## config.mk

```make
export PLATFORM = sky130hd
export DESIGN_NAME = psk_tx_scheduler
export DESIGN_NICKNAME = d
export VERILOG_FILES = /design/src/rtl/psk_tx_scheduler_pkg.sv /design/src/rtl/psk_tx_scheduler_rr.sv /design/src/rtl/psk_tx_scheduler.sv
export SDC_FILE = /design/constraint.sdc
export NUM_CORES = 1
export LEC_CHECK = 0
export ABC_AREA = 1
export BUFFER_PORTS_ARGS = -buffer_cell sky130_fd_sc_hd__buf_2
export CAP_MARGIN = 10
export CORE_UTILIZATION = 49
export CTS_CLUSTER_SIZE = 28
export DETAILED_ROUTE_END_ITERATION = 8
export PLACE_DENSITY = 0.87
export SYNTH_ARGS = -nofsm -noshare
export SYNTH_HDL_FRONTEND = slang
export SYNTH_SLANG_ARGS = --single-unit
export TNS_END_PERCENT = 5
```

## constraint.sdc

```tcl
create_clock -name clk -period 2.3 [get_ports clk]
set_clock_uncertainty 0.15 [all_clocks]
set_input_delay 0.23 -clock clk [delete_from_list [all_inputs] [get_ports clk]]
set_output_delay 0.23 -clock clk [all_outputs]
set_load 0.01 [all_outputs]
```

## src/rtl/psk_tx_scheduler_pkg.sv

```systemverilog
// ============================================================================
// psk_tx_scheduler_pkg : shared state encodings and widths for the PSK TX scheduler
// Revision: 1.0
// ============================================================================
`default_nettype none

package psk_tx_scheduler_pkg;

  localparam int SAMPLE_W = 8;

  typedef enum logic [1:0] {
    ST_IDLE  = 2'd0,
    ST_BURST = 2'd1,
    ST_GAP   = 2'd2
  } state_e;

endpackage

`default_nettype wire

```

## src/rtl/psk_tx_scheduler_rr.sv

```systemverilog
// ============================================================================
// rr_pick : combinational rotate-scan picker, priority starts at last+1
// Revision: 1.0
// ============================================================================
`default_nettype none

module rr_pick #(
  parameter int NUM_SRC = 4
) (
  input  logic [NUM_SRC-1:0]         req,
  input  logic [$clog2(NUM_SRC)-1:0] last,
  output logic                       valid,
  output logic [$clog2(NUM_SRC)-1:0] idx
);

  localparam int ID_W = $clog2(NUM_SRC);

  // Scan from farthest to nearest so the source closest to last+1 wins.
  always_comb begin
    valid = 1'b0;
    idx   = last;
    for (int k = NUM_SRC; k >= 1; k--) begin
      if (req[(int'(last) + k) % NUM_SRC]) begin
        valid = 1'b1;
        idx   = ID_W'((int'(last) + k) % NUM_SRC);
      end
    end
  end

endmodule

`default_nettype wire

```

## src/rtl/psk_tx_scheduler.sv

```systemverilog
// ============================================================================
// psk_tx_scheduler : round-robin burst scheduler sharing one PSK modulator
// Revision: 1.0
// ============================================================================
`default_nettype none

module psk_tx_scheduler
  import psk_tx_scheduler_pkg::*;
#(
  parameter int NUM_SRC     = 4,
  parameter int BURST_LEN   = 16,
  parameter int GAP_CLKS    = 8,
  parameter int STARVE_CLKS = 64
) (
  input  logic                         clk,
  input  logic                         rst,
  input  logic                         tx_en,
  input  logic [SAMPLE_W*NUM_SRC-1:0]  src_sample,
  input  logic [NUM_SRC-1:0]           src_empty,
  output logic [NUM_SRC-1:0]           src_read,
  output logic [SAMPLE_W-1:0]          mod_sample,
  output logic                         mod_empty,
  input  logic                         mod_read,
  output logic                         mod_enable,
  output logic [NUM_SRC-1:0]           grant,
  output logic [$clog2(NUM_SRC)-1:0]   src_id,
  output logic                         burst_done
);

  localparam int ID_W     = $clog2(NUM_SRC);
  localparam int BEAT_W   = $clog2(BURST_LEN + 1);
  localparam int STARVE_W = $clog2(STARVE_CLKS + 1);
  localparam int GAP_W    = $clog2(GAP_CLKS + 1);

  localparam logic [BEAT_W-1:0]   BEAT_LAST   = BEAT_W'(BURST_LEN - 1);
  localparam logic [STARVE_W-1:0] STARVE_LAST = STARVE_W'(STARVE_CLKS - 1);
  localparam logic [GAP_W-1:0]    GAP_LAST    = GAP_W'(GAP_CLKS - 1);

  state_e               state_q, state_d;
  logic [NUM_SRC-1:0]   grant_q, grant_d;
  logic [ID_W-1:0]      src_id_q, src_id_d;
  logic                 mod_enable_q, mod_enable_d;
  logic                 burst_done_q, burst_done_d;
  logic [BEAT_W-1:0]    beat_cnt_q, beat_cnt_d;
  logic [STARVE_W-1:0]  starve_cnt_q, starve_cnt_d;
  logic [GAP_W-1:0]     gap_cnt_q, gap_cnt_d;

  logic [NUM_SRC-1:0]   src_req;
  logic                 pick_valid;
  logic [ID_W-1:0]      pick_idx;
  logic                 cur_empty;
  logic                 in_burst;
  logic                 fwd_read;
  logic                 burst_end;

  assign src_req = ~src_empty;

  rr_pick #(
    .NUM_SRC (NUM_SRC)
  ) u_rr_pick (
    .req   (src_req),
    .last  (src_id_q),
    .valid (pick_valid),
    .idx   (pick_idx)
  );

  // FIFO port mux: pass-through only while a burst owns the modulator.
  assign cur_empty  = src_empty[src_id_q];
  assign in_burst   = (state_q == ST_BURST) && !rst;
  assign fwd_read   = in_burst && mod_read && !cur_empty;
  assign mod_sample = src_sample[int'(src_id_q)*SAMPLE_W +: SAMPLE_W];
  assign mod_empty  = in_burst ? cur_empty : 1'b1;
  assign src_read   = fwd_read ? (NUM_SRC'(1) << src_id_q) : '0;

  assign burst_end  = (fwd_read && (beat_cnt_q == BEAT_LAST))
                   || (cur_empty && (starve_cnt_q == STARVE_LAST))
                   || !tx_en;

  always_comb begin
    state_d      = state_q;
    grant_d      = grant_q;
    src_id_d     = src_id_q;
    mod_enable_d = mod_enable_q;
    burst_done_d = 1'b0;
    beat_cnt_d   = beat_cnt_q;
    starve_cnt_d = starve_cnt_q;
    gap_cnt_d    = gap_cnt_q;
    case (state_q)
      ST_IDLE: begin
        mod_enable_d = 1'b0;
        if (tx_en && pick_valid) begin
          state_d      = ST_BURST;
          grant_d      = NUM_SRC'(1) << pick_idx;
          src_id_d     = pick_idx;
          beat_cnt_d   = '0;
          starve_cnt_d = '0;
          mod_enable_d = 1'b1;
        end
      end
      ST_BURST: begin
        if (fwd_read) begin
          beat_cnt_d   = beat_cnt_q + 1'b1;
          starve_cnt_d = '0;
        end else if (cur_empty) begin
          starve_cnt_d = starve_cnt_q + 1'b1;
        end else begin
          starve_cnt_d = '0;
        end
        if (burst_end) begin
          state_d      = ST_GAP;
          grant_d      = '0;
          burst_done_d = 1'b1;
          gap_cnt_d    = '0;
        end
      end
      ST_GAP: begin
        // Modulator stays enabled through the gap and holds its last sample.
        if (gap_cnt_q == GAP_LAST) begin
          state_d      = ST_IDLE;
          mod_enable_d = 1'b0;
          gap_cnt_d    = '0;
        end else begin
          gap_cnt_d    = gap_cnt_q + 1'b1;
        end
      end
      default: state_d = ST_IDLE;
    endcase
  end

  always_ff @(posedge clk) begin
    if (rst) begin
      state_q      <= ST_IDLE;
      grant_q      <= '0;
      src_id_q     <= ID_W'(NUM_SRC - 1);
      mod_enable_q <= 1'b0;
      burst_done_q <= 1'b0;
      beat_cnt_q   <= '0;
      starve_cnt_q <= '0;
      gap_cnt_q    <= '0;
    end else begin
      state_q      <= state_d;
      grant_q      <= grant_d;
      src_id_q     <= src_id_d;
      mod_enable_q <= mod_enable_d;
      burst_done_q <= burst_done_d;
      beat_cnt_q   <= beat_cnt_d;
      starve_cnt_q <= starve_cnt_d;
      gap_cnt_q    <= gap_cnt_d;
    end
  end

  assign grant      = grant_q;
  assign src_id     = src_id_q;
  assign mod_enable = mod_enable_q;
  assign burst_done = burst_done_q;

endmodule

`default_nettype wire

```

; ---- Word level (Yosys, flattened, before mapping)
; Index checks and enable logic that the tools add are counted.
[op_classes]
shifts = 3
muxes = 44
bitwise_logic = 6
order_cmp = 5
n_eq_ne = 9
n_reduce_logical = 27
add_sub_neg = 7
[op_table]
columns = operator, n
row1 = 32-bit by 6-bit variable part select with 8-bit output, 1
row2 = 7-bit two-way mux, 3
row3 = 1-bit two-way mux, 17
row4 = "3-bit by 4-bit less-than comparator with 1-bit output, second input constant", 4
row5 = 4-bit two-way mux, 4
row6 = 4-bit case mux with 2 select lines, 2
row7 = 2-bit two-way mux, 7
row8 = 7-bit case mux with 2 select lines, 1
row9 = 1-bit binary-select mux with 2-bit select, 5
row10 = 5-bit two-way mux, 2
row11 = 5-bit case mux with 2 select lines, 1
row12 = 2-bit OR reduction, 5
row13 = 3-bit AND reduction, 3
row14 = "2-bit != test, second input constant", 4
row15 = 2-bit AND reduction, 4
row16 = "1-bit by 2-bit left shift with 4-bit output, first input constant", 2
row17 = "7-bit by 1-bit adder with 7-bit output, second input constant", 1
row18 = "7-bit by 6-bit equality test with 1-bit output, second input constant", 1
row19 = 1-bit logical AND, 6
row20 = 2-bit case mux with 3 select lines, 1
row21 = 2-bit nonzero test, 3
row22 = "5-bit by 1-bit adder with 5-bit output, second input constant", 1
row23 = "5-bit by 4-bit equality test with 1-bit output, second input constant", 1
row24 = "2-bit by 1-bit adder with 2-bit output, second input constant", 2
row25 = 13 further kinds, 20
[word_totals]
output_inout_bits = 21
word_cells = 109
regBits = 26

; ---- Logic depth before layout (Yosys ltp)
; Gate-level depths: netlist of the first run.
[logic_depth]
ltp_word = 13
ltp_mapped = 15
mapped_depth_nobuf = 13

; ---- By module
; From an unflattened synthesis of the first run, not the netlist that was laid out.
[hier_totals]
cells_unflattened = 274
area_unflattened_um2 = 1801.7
[by_module_without_submodules]
columns = module, seq_area_each_um2, cells_per_inst, n_inst, area_each_um2
row1 = psk_tx_scheduler, 520.5, 228, 1, 1587.8
row2 = rr_pick, 0.0, 46, 1, 214.0

; ---- Worst setup path before layout of the first run
; No wires, ideal clock.
[synth_path]
path_kind = flip-flop to flip-flop
from = reg src_id_q[0] (netlist: src_id[0])
to = reg grant_q[0] (netlist: grant[0])
setup_ns = 0.065
slack_ns = 0.115
required_ns = 2.085
path_stages_with_launch = 16
t_arrival_ns = 1.970
path_cell_list = dfxtp_1 inv_2 buf_2 clkbuf_1 ha_1 inv_1 nand3_1 nand2_1 nand2_1 nand2_1 nand2_1 nand2_1 nand2_1 nor2_1 nor2_1 nor2_1
[synth_via]
elab_chain_len = 11
elab_cells_between_ends = 39
classes_between = add/sub (4) / eq/ne (2) / shift (1) / mux (24) / reduce/logical (8)
[synth_lines]
columns = element, line_no
row1 = from (decl), psk_tx_scheduler.sv:41  ; logic [ID_W-1:0] src_id_q, src_id_d;
row2 = from (signal assigned), psk_tx_scheduler.sv:134  ; src_id_q <= ID_W'(NUM_SRC - 1);
row3 = from (signal assigned), psk_tx_scheduler.sv:143  ; src_id_q <= src_id_d;
row4 = 2-bit by 1-bit adder with 2-bit output, "psk_tx_scheduler_rr.sv:23, psk_tx_scheduler_rr.sv:25"
row5 = 1-bit binary-select mux with 2-bit select, psk_tx_scheduler_rr.sv:23  ; if (req[(int'(last) + k) % NUM_SRC]) begin
row6 = 1-bit two-way mux (implied by the code) (2 in series), psk_tx_scheduler_rr.sv:23
row7 = 2-bit two-way mux or 1-bit two-way mux (tied branches) (4 in series), psk_tx_scheduler_rr.sv:23
row8 = 1-bit by 2-bit left shift with 4-bit output or 1-bit logical AND (tied branches), "psk_tx_scheduler.sv:93, psk_tx_scheduler.sv:91"
row9 = 4-bit two-way mux or 2-bit != test (tied branches), --
row10 = 4-bit case mux with 2 select lines or 3-bit AND reduction (tied branches), --
row11 = to (signal assigned), psk_tx_scheduler.sv:142  ; grant_q <= grant_d;
row12 = to (decl), psk_tx_scheduler.sv:40  ; logic [NUM_SRC-1:0] grant_q, grant_d;
; Parallel ways exist; a longest one is shown, timed or not. The select of a mux whose other input is x is not followed.
; A chain may end at the register's enable or synchronous reset.

; ---- Worst setup path in the final report of the first run
[layout_path]
from = reg src_id_q[0] (netlist: src_id[0])
to = out src_read[1]
[layout_via]
elab_chain_len = 5
elab_cells_between_ends = 6
classes_between = shift (1) / mux (3) / reduce/logical (2)
[layout_lines]
columns = element, line_no
row1 = 1-bit binary-select mux with 2-bit select, psk_tx_scheduler.sv:68  ; assign cur_empty = src_empty[src_id_q];
row2 = 1-bit two-way mux (implied by the code), psk_tx_scheduler.sv:68
row3 = 1-bit zero test, psk_tx_scheduler.sv:70  ; assign fwd_read = in_burst && mod_read && !cur_empty;
row4 = 1-bit logical AND, psk_tx_scheduler.sv:70
row5 = 4-bit two-way mux (*), psk_tx_scheduler.sv:73  ; assign src_read = fwd_read ? (NUM_SRC'(1) << src_id_q) : '0;
row6 = to (decl), psk_tx_scheduler.sv:20  ; output logic [NUM_SRC-1:0] src_read,
; Every way passes the cells marked *; elsewhere a longest branch is shown, timed or not. The select of a mux whose other input is x is not followed.

==> flow_summary_export.csv, run 1 <==
group,metric,value,unit
die,die_y,60.8,µm
run,maxCapViolations,0,
die,num_io_pins,61,
setup_path,required,1920,ps
setup_path,start_kind,"register",
global_route,grt_use_total,0.231,
setup_path,cp-end-kind,"output pin",
power,p_total,1.20,mW
route,dr.pass1.iters,4,
synthesis,yosysWarnings,0,
layout,layout_common_cells,"60 x nand2_1, 60 x buf_2, 40 x nor2_1",
global_route,gr-total-overflow,0,
layout,syn_to_final_growth,22.7,%
worst_hold_path,hold_path_end,"burst_done",
setup_path,crit_path_cell_trace,"buf_4, nand2_1, nand3_1, nand2_1, nand2_2, nor2_1, buf_2",
route,vias,1870,
cts,clockBufferDepth,2,
synthesis,syn-mean-instance-area,6.20,µm²
timing,slew_headroom,0.715,
setup_path,ff2ff_path_depth,11,
cts,cts.clk_slew.worst_paths,130,ps
route,avgViaCountPerCell,4.97,
global_route,grt_pass1_vias,1607,
synthesis,syn-instance-count,273,
route,top_layer,"met4",
setup_path,crit_top_cell,"nand2_1",
power,vdd_drop_max,396,µV
synthesis,synth_area,0.00169,mm²
cts,cts-htree-levels,1,
route,wire_per_inst,10.5,µm
die,core_area,0.00315,mm²
route,drc,0,
power,power.density,576,mW/mm²
die,initial_core_util,0.537,
cts,cts_inserted_buffers,3,
layout,n_fill_cell,308,
layout,final_cells,376,
global_route,grt_max_degree,28,
synthesis,yosysUniqueCellTypes,24,
die,rows,20,
timing,setup_viol,0,
die,die_width,60.8,µm
cts,post-cts-setup-buffers,0,
timing,layout_setup_ws,178,ps
layout,regArea,520,µm²
placed_design,placed_cells,372,
setup_path,reg2reg_setup_slack,280,ps
timing,min_period,2120,ps
timing,hold_viol,0,
timing,tightest_slew,426,ps
worst_hold_path,min_path_cells,2,
placed_design,hpwl,3010,µm
route,met2_length,1800,µm
route,drtIter0Drc,155,
synthesis,synth_seq_cells,26,
layout,multi_input_area,0.00100,mm²
setup_path,crit_type,"register to output pin",
layout,antenna_cells,0,
layout,final_nets,381,
route,met1Wirelength,1940,µm
setup_path,crit_arrival,1740,ps
cts,cts_tree,"yes",
layout,final_util,0.658,
cts,root_buffer,"clkbuf_4",
synthesis,yosysSeqAreaShare,0.308,
cts,clk_latency,330,ps
placed_design,gp_congestion,0.878,
placed_design,io_buffers,60,
placed_design,pre_cts_ws,331,ps
layout,fin_area,0.00208,mm²
setup_path,worst-path-buf-inv,2,
route,ant_nets,0,
global_route,antenna_found_initial,0,
worst_hold_path,hold_path.class,"primary input to register",
route,wirelength,3940,µm
layout,drive_gt1_frac,0.235,
power,leakage,1.02,nW
timing,hold_ws,145,ps
setup_path,r2r_start,"src_id[0]",
setup_path,crit_slowest_cell,"dfxtp_1",
cts,clkSinkCount,26,
timing,slew_viol_final,0,
setup_path,critPathMaxStageDelay,400,ps
timing,rsz0062_at_grt,"false",
die,dieArea,0.00369,mm²
timing,max_freq,471,MHz
global_route,grt_pass1_wl,6600,µm
outcome,status,"completed",
setup_path,r2r_end,"beat_cnt_q[3]",
placed_design,dpl_cell_area,0.00203,mm²
worst_hold_path,holdCritStartpoint,"rst",
setup_path,cp_max_fo,27,
timing,tns,0,ps
timing,post-route-period-util,0.922,
synthesis,synth_nets,321,
route,route.met3.wl,157,µm
setup_path,crit_family,"simple AND/OR/NAND/NOR gates",
cells in the mapped netlist:
| library cell | instances | area (µm²) |
|---|---|---|
| buf_6 | 1 | 11.3 |
| buf_2 | 3 | 15.0 |
| xnor2_1 | 1 | 8.76 |
| a21oi_1 | 24 | 120 |
| dfxtp_1 | 26 | 521 |
| a21boi_1 | 1 | 7.51 |
| nand2_4 | 1 | 11.3 |
| inv_1 | 32 | 120 |
| o211ai_1 | 1 | 7.51 |
| o21ai_0 | 25 | 125 |
| and2_1 | 1 | 6.26 |
| nand2_2 | 4 | 25.0 |
| o21bai_1 | 1 | 7.51 |
| inv_2 | 2 | 7.51 |
| nand3_1 | 23 | 115 |
| o21ai_2 | 1 | 8.76 |
| nand3b_1 | 1 | 7.51 |
| nand4_1 | 1 | 6.26 |
| nor2_1 | 41 | 154 |
| ha_1 | 8 | 100 |
| o32ai_1 | 1 | 8.76 |
| o22ai_1 | 8 | 50.1 |
| nand2_1 | 61 | 229 |
| clkbuf_1 | 5 | 18.8 |
power breakdown:
part           switching [mW]  internal, mW
Combinational           0.296         0.179
Sequential             0.0143         0.474
Clock                   0.137        0.0969
Total                   0.447         0.750
worst max-delay path by stage:
stage | from | depth (start not counted) | to
floorplan | src_id[0] | 15 | grant[0]
global placement | rst | 11 | beat_cnt_q[3]
detailed placement | src_id[0] | 11 | beat_cnt_q[3]
CTS | state_q[0] | 7 | src_read[1]
global route | src_id[0] | 7 | src_read[2]
finish | src_id[0] | 7 | src_read[1]
final cells by class:
cell class / count / share of cell area
multi-input cells: 204 / 0.483
flip-flops and latches: 26 / 0.251
repair buffers: 64 / 0.159
inverters: 34 / 0.0627
well taps: 44 / 0.0265
clock buffers: 4 / 0.0175
layer usage:
layer,global-route usage,vias to the layer above
met2,0.385,40
met1,0.314,818
met5,0,-
met3,0.0384,6
li1,-,1006
met4,0.0552,0
flip-flops by register name, indices dropped and copies added, names as in the netlist:
name          flops
src_id            2
state_q           2
starve_cnt_q      7
grant             4
mod_enable        1
beat_cnt_q        5
burst_done        1
gap_cnt_q         4
what timing repair did:
action / 4_1_cts / 5_1_grt
hold buffers: 0 / 0
setup endpoints to repair: 0 / 4
gates resized for setup: 0 / 4
cell families (layout without fill, tap and decap cells):
| kind of cell | after synthesis | after routing | synth area share |
|---|---|---|---|
| AND/OR/NAND/NOR | 133 | 133 | 0.328 |
| XOR/XNOR | 1 | 1 | 0.00518 |
| buffers and inverters | 43 | 102 | 0.102 |
| flip-flops | 26 | 26 | 0.308 |
| AO/OA/AOI/OAI | 62 | 62 | 0.198 |
| adder cells (fa/ha/maj) | 8 | 8 | 0.0592 |
(Power assumes the default switching activity.)
==> run 2, diff against run 1 <==
CORE_UTILIZATION = 30   (was 49)
PLACE_DENSITY = 0.61   (was 0.87)
==> run 2 against run 1 <==
Clock power increased by 27%. Global-route usage fell by 8.0 points. Power rose by 6.3%. Worst hold slack better by 69 ps. Maximum frequency grew 3.7%. Clock-buffer cell count did not move. Critical path type unchanged. Combinational power increased by 1%. Critical path depth unchanged. Sequential power rose by 1%. Routed wire length is 8.7% higher. First-iteration DRC count fell by 53%. Critical endpoint is now src_read[3]. Register-to-register slack better by 100 ps.
==> flow_summary_export.csv, run 2 (synthesized netlist as in run 1, its figures left out) <==
group,metric,value,unit
outcome,status,"completed",
power,leakage,1.06,nW
timing,tns,0,ps
setup_path,crit_family,"simple AND/OR/NAND/NOR gates",
timing,setup_viol,0,
setup_path,crit_path_cell_trace,"buf_4, nand2_1, nand3_1, nand2_1, nand2_1, nor2_1, buf_2",
layout,final_util,0.410,
route,dr.pass1.iters,4,
cts,root_buffer,"clkbuf_8",
timing,slew_headroom,0.695,
timing,hold_ws,214,ps
die,core_area,0.00527,mm²
route,wire_per_inst,10.5,µm
die,die_y,77.1,µm
cts,clockBufferDepth,2,
cts,cts.clk_slew.worst_paths,90,ps
die,initial_core_util,0.321,
setup_path,crit_type,"register to output pin",
global_route,grt_pass1_vias,1779,
setup_path,required,1920,ps
global_route,antenna_found_initial,0,
setup_path,start_kind,"register",
timing,min_period,2050,ps
timing,post-route-period-util,0.890,
route,drc,0,
worst_hold_path,hold_path.class,"primary input to register",
power,power.density,589,mW/mm²
global_route,gr-total-overflow,0,
route,ant_nets,0,
cts,clkSinkCount,26,
cts,clk_latency,270,ps
route,vias,1900,
layout,final_common_cell,"nand2_1",
timing,tightest_slew,455,ps
die,num_io_pins,61,
route,avgViaCountPerCell,4.67,
run,maxCapViolations,0,
setup_path,cp-end-kind,"output pin",
layout,final_nets,386,
global_route,grt_pass1_wl,7510,µm
setup_path,cp_max_fo,10,
setup_path,critPathMaxStageDelay,380,ps
placed_design,hpwl,3310,µm
placed_design,gp_congestion,0.873,
cts,cts_hold_buffers,0,
cts,post-cts-setup-buffers,0,
layout,antenna_cells,0,
global_route,grt_use_total,0.151,
die,dieArea,0.00594,mm²
layout,syn_to_final_growth,27.6,%
die,die_width,77.1,µm
setup_path,worst-path-buf-inv,2,
layout,drive_gt1_frac,0.243,
layout,layout_common_cells,"61 x nand2_1, 60 x buf_2, 41 x nor2_1",
cts,cts_tree,"yes",
power,vdd_drop_max,254,µV
layout,top_regs,"starve_cnt_q x7, beat_cnt_q x5",
cts,cts_inserted_buffers,3,
layout,regMostFlops,"starve_cnt_q",
timing,rsz0062_at_grt,"false",
setup_path,crit_arrival,1670,ps
cts,cts-htree-levels,1,
route,wirelength,4280,µm
route,drtIter0Drc,73,
timing,slew_viol_final,0,
setup_path,crit_top_cell,"nand2_1",
timing,max_freq,489,MHz
timing,hold_viol,0,
setup_path,crit_slowest_cell,"dfxtp_2",
placed_design,io_buffers,60,
power,p_total,1.27,mW
global_route,grt_max_degree,19,
die,rows,26,
layout,largest_reg_flops,7,
[run 2: worst reg2reg max path, cell delays in order, from the launching register on]
cell     delay [ps]
dfxtp_2         440
buf_4           170
nand2_1          80
nand3_1         110
nand2_1         120
nand2_1         230
nand2_2         130
inv_1            90
nand2_1         100
nand2_1          70
o21ai_0          70
nor2_1          110
[run 2: routing by layer]
metal,vias up,global-route usage,routed length (µm)
met2,35,0.263,1960
met3,4,0.0238,123
met4,0,0.0302,22
met1,848,0.197,2180
li1,1013,-,-
met5,-,0,0
[run 2: final cells by class]
type / instances / area, µm²
tap: 70 / 87.6
fill: 598 / 3110
timing repair buffer: 69 / 368
multi-input combinational: 204 / 998
inverter: 34 / 128
clock buffer: 4 / 55.1
sequential: 26 / 522
[run 2: per-stage QoR]
step                      area [µm²]  std cells  setup slack (ps)
final                           2160        407               253
after global routing            2160        407               118
after CTS                       2160        407               133
after detailed placement        2100        403               281
after global placement          2100        403               336
after floorplan                 1690        273               115
[run 2: power by group]
part	leakage [nW]	total [mW]	internal [mW]	switching, mW
combinational	0.816	0.481	0.189	0.293
sequential	0.211	0.494	0.474	0.0198
clock	0.0288	0.297	0.153	0.144
[run 2: path summary, 6_finish.rpt]
kind | depth (start not counted) | to | from | slack, ps
worst max register to register | 11 | beat_cnt_q[3] | src_id[0] | 380
worst min register to register | 2 | starve_cnt_q[6] | starve_cnt_q[6] | 320
worst min-delay path | 3 | state_q[0] | tx_en | 210
worst max-delay path | 7 | src_read[3] | src_id[0] | 250
[run 2: timing repair]
item,in CTS,in global routing
gates resized for setup,0,1
setup endpoints to repair,0,2
hold endpoints to repair,0,0
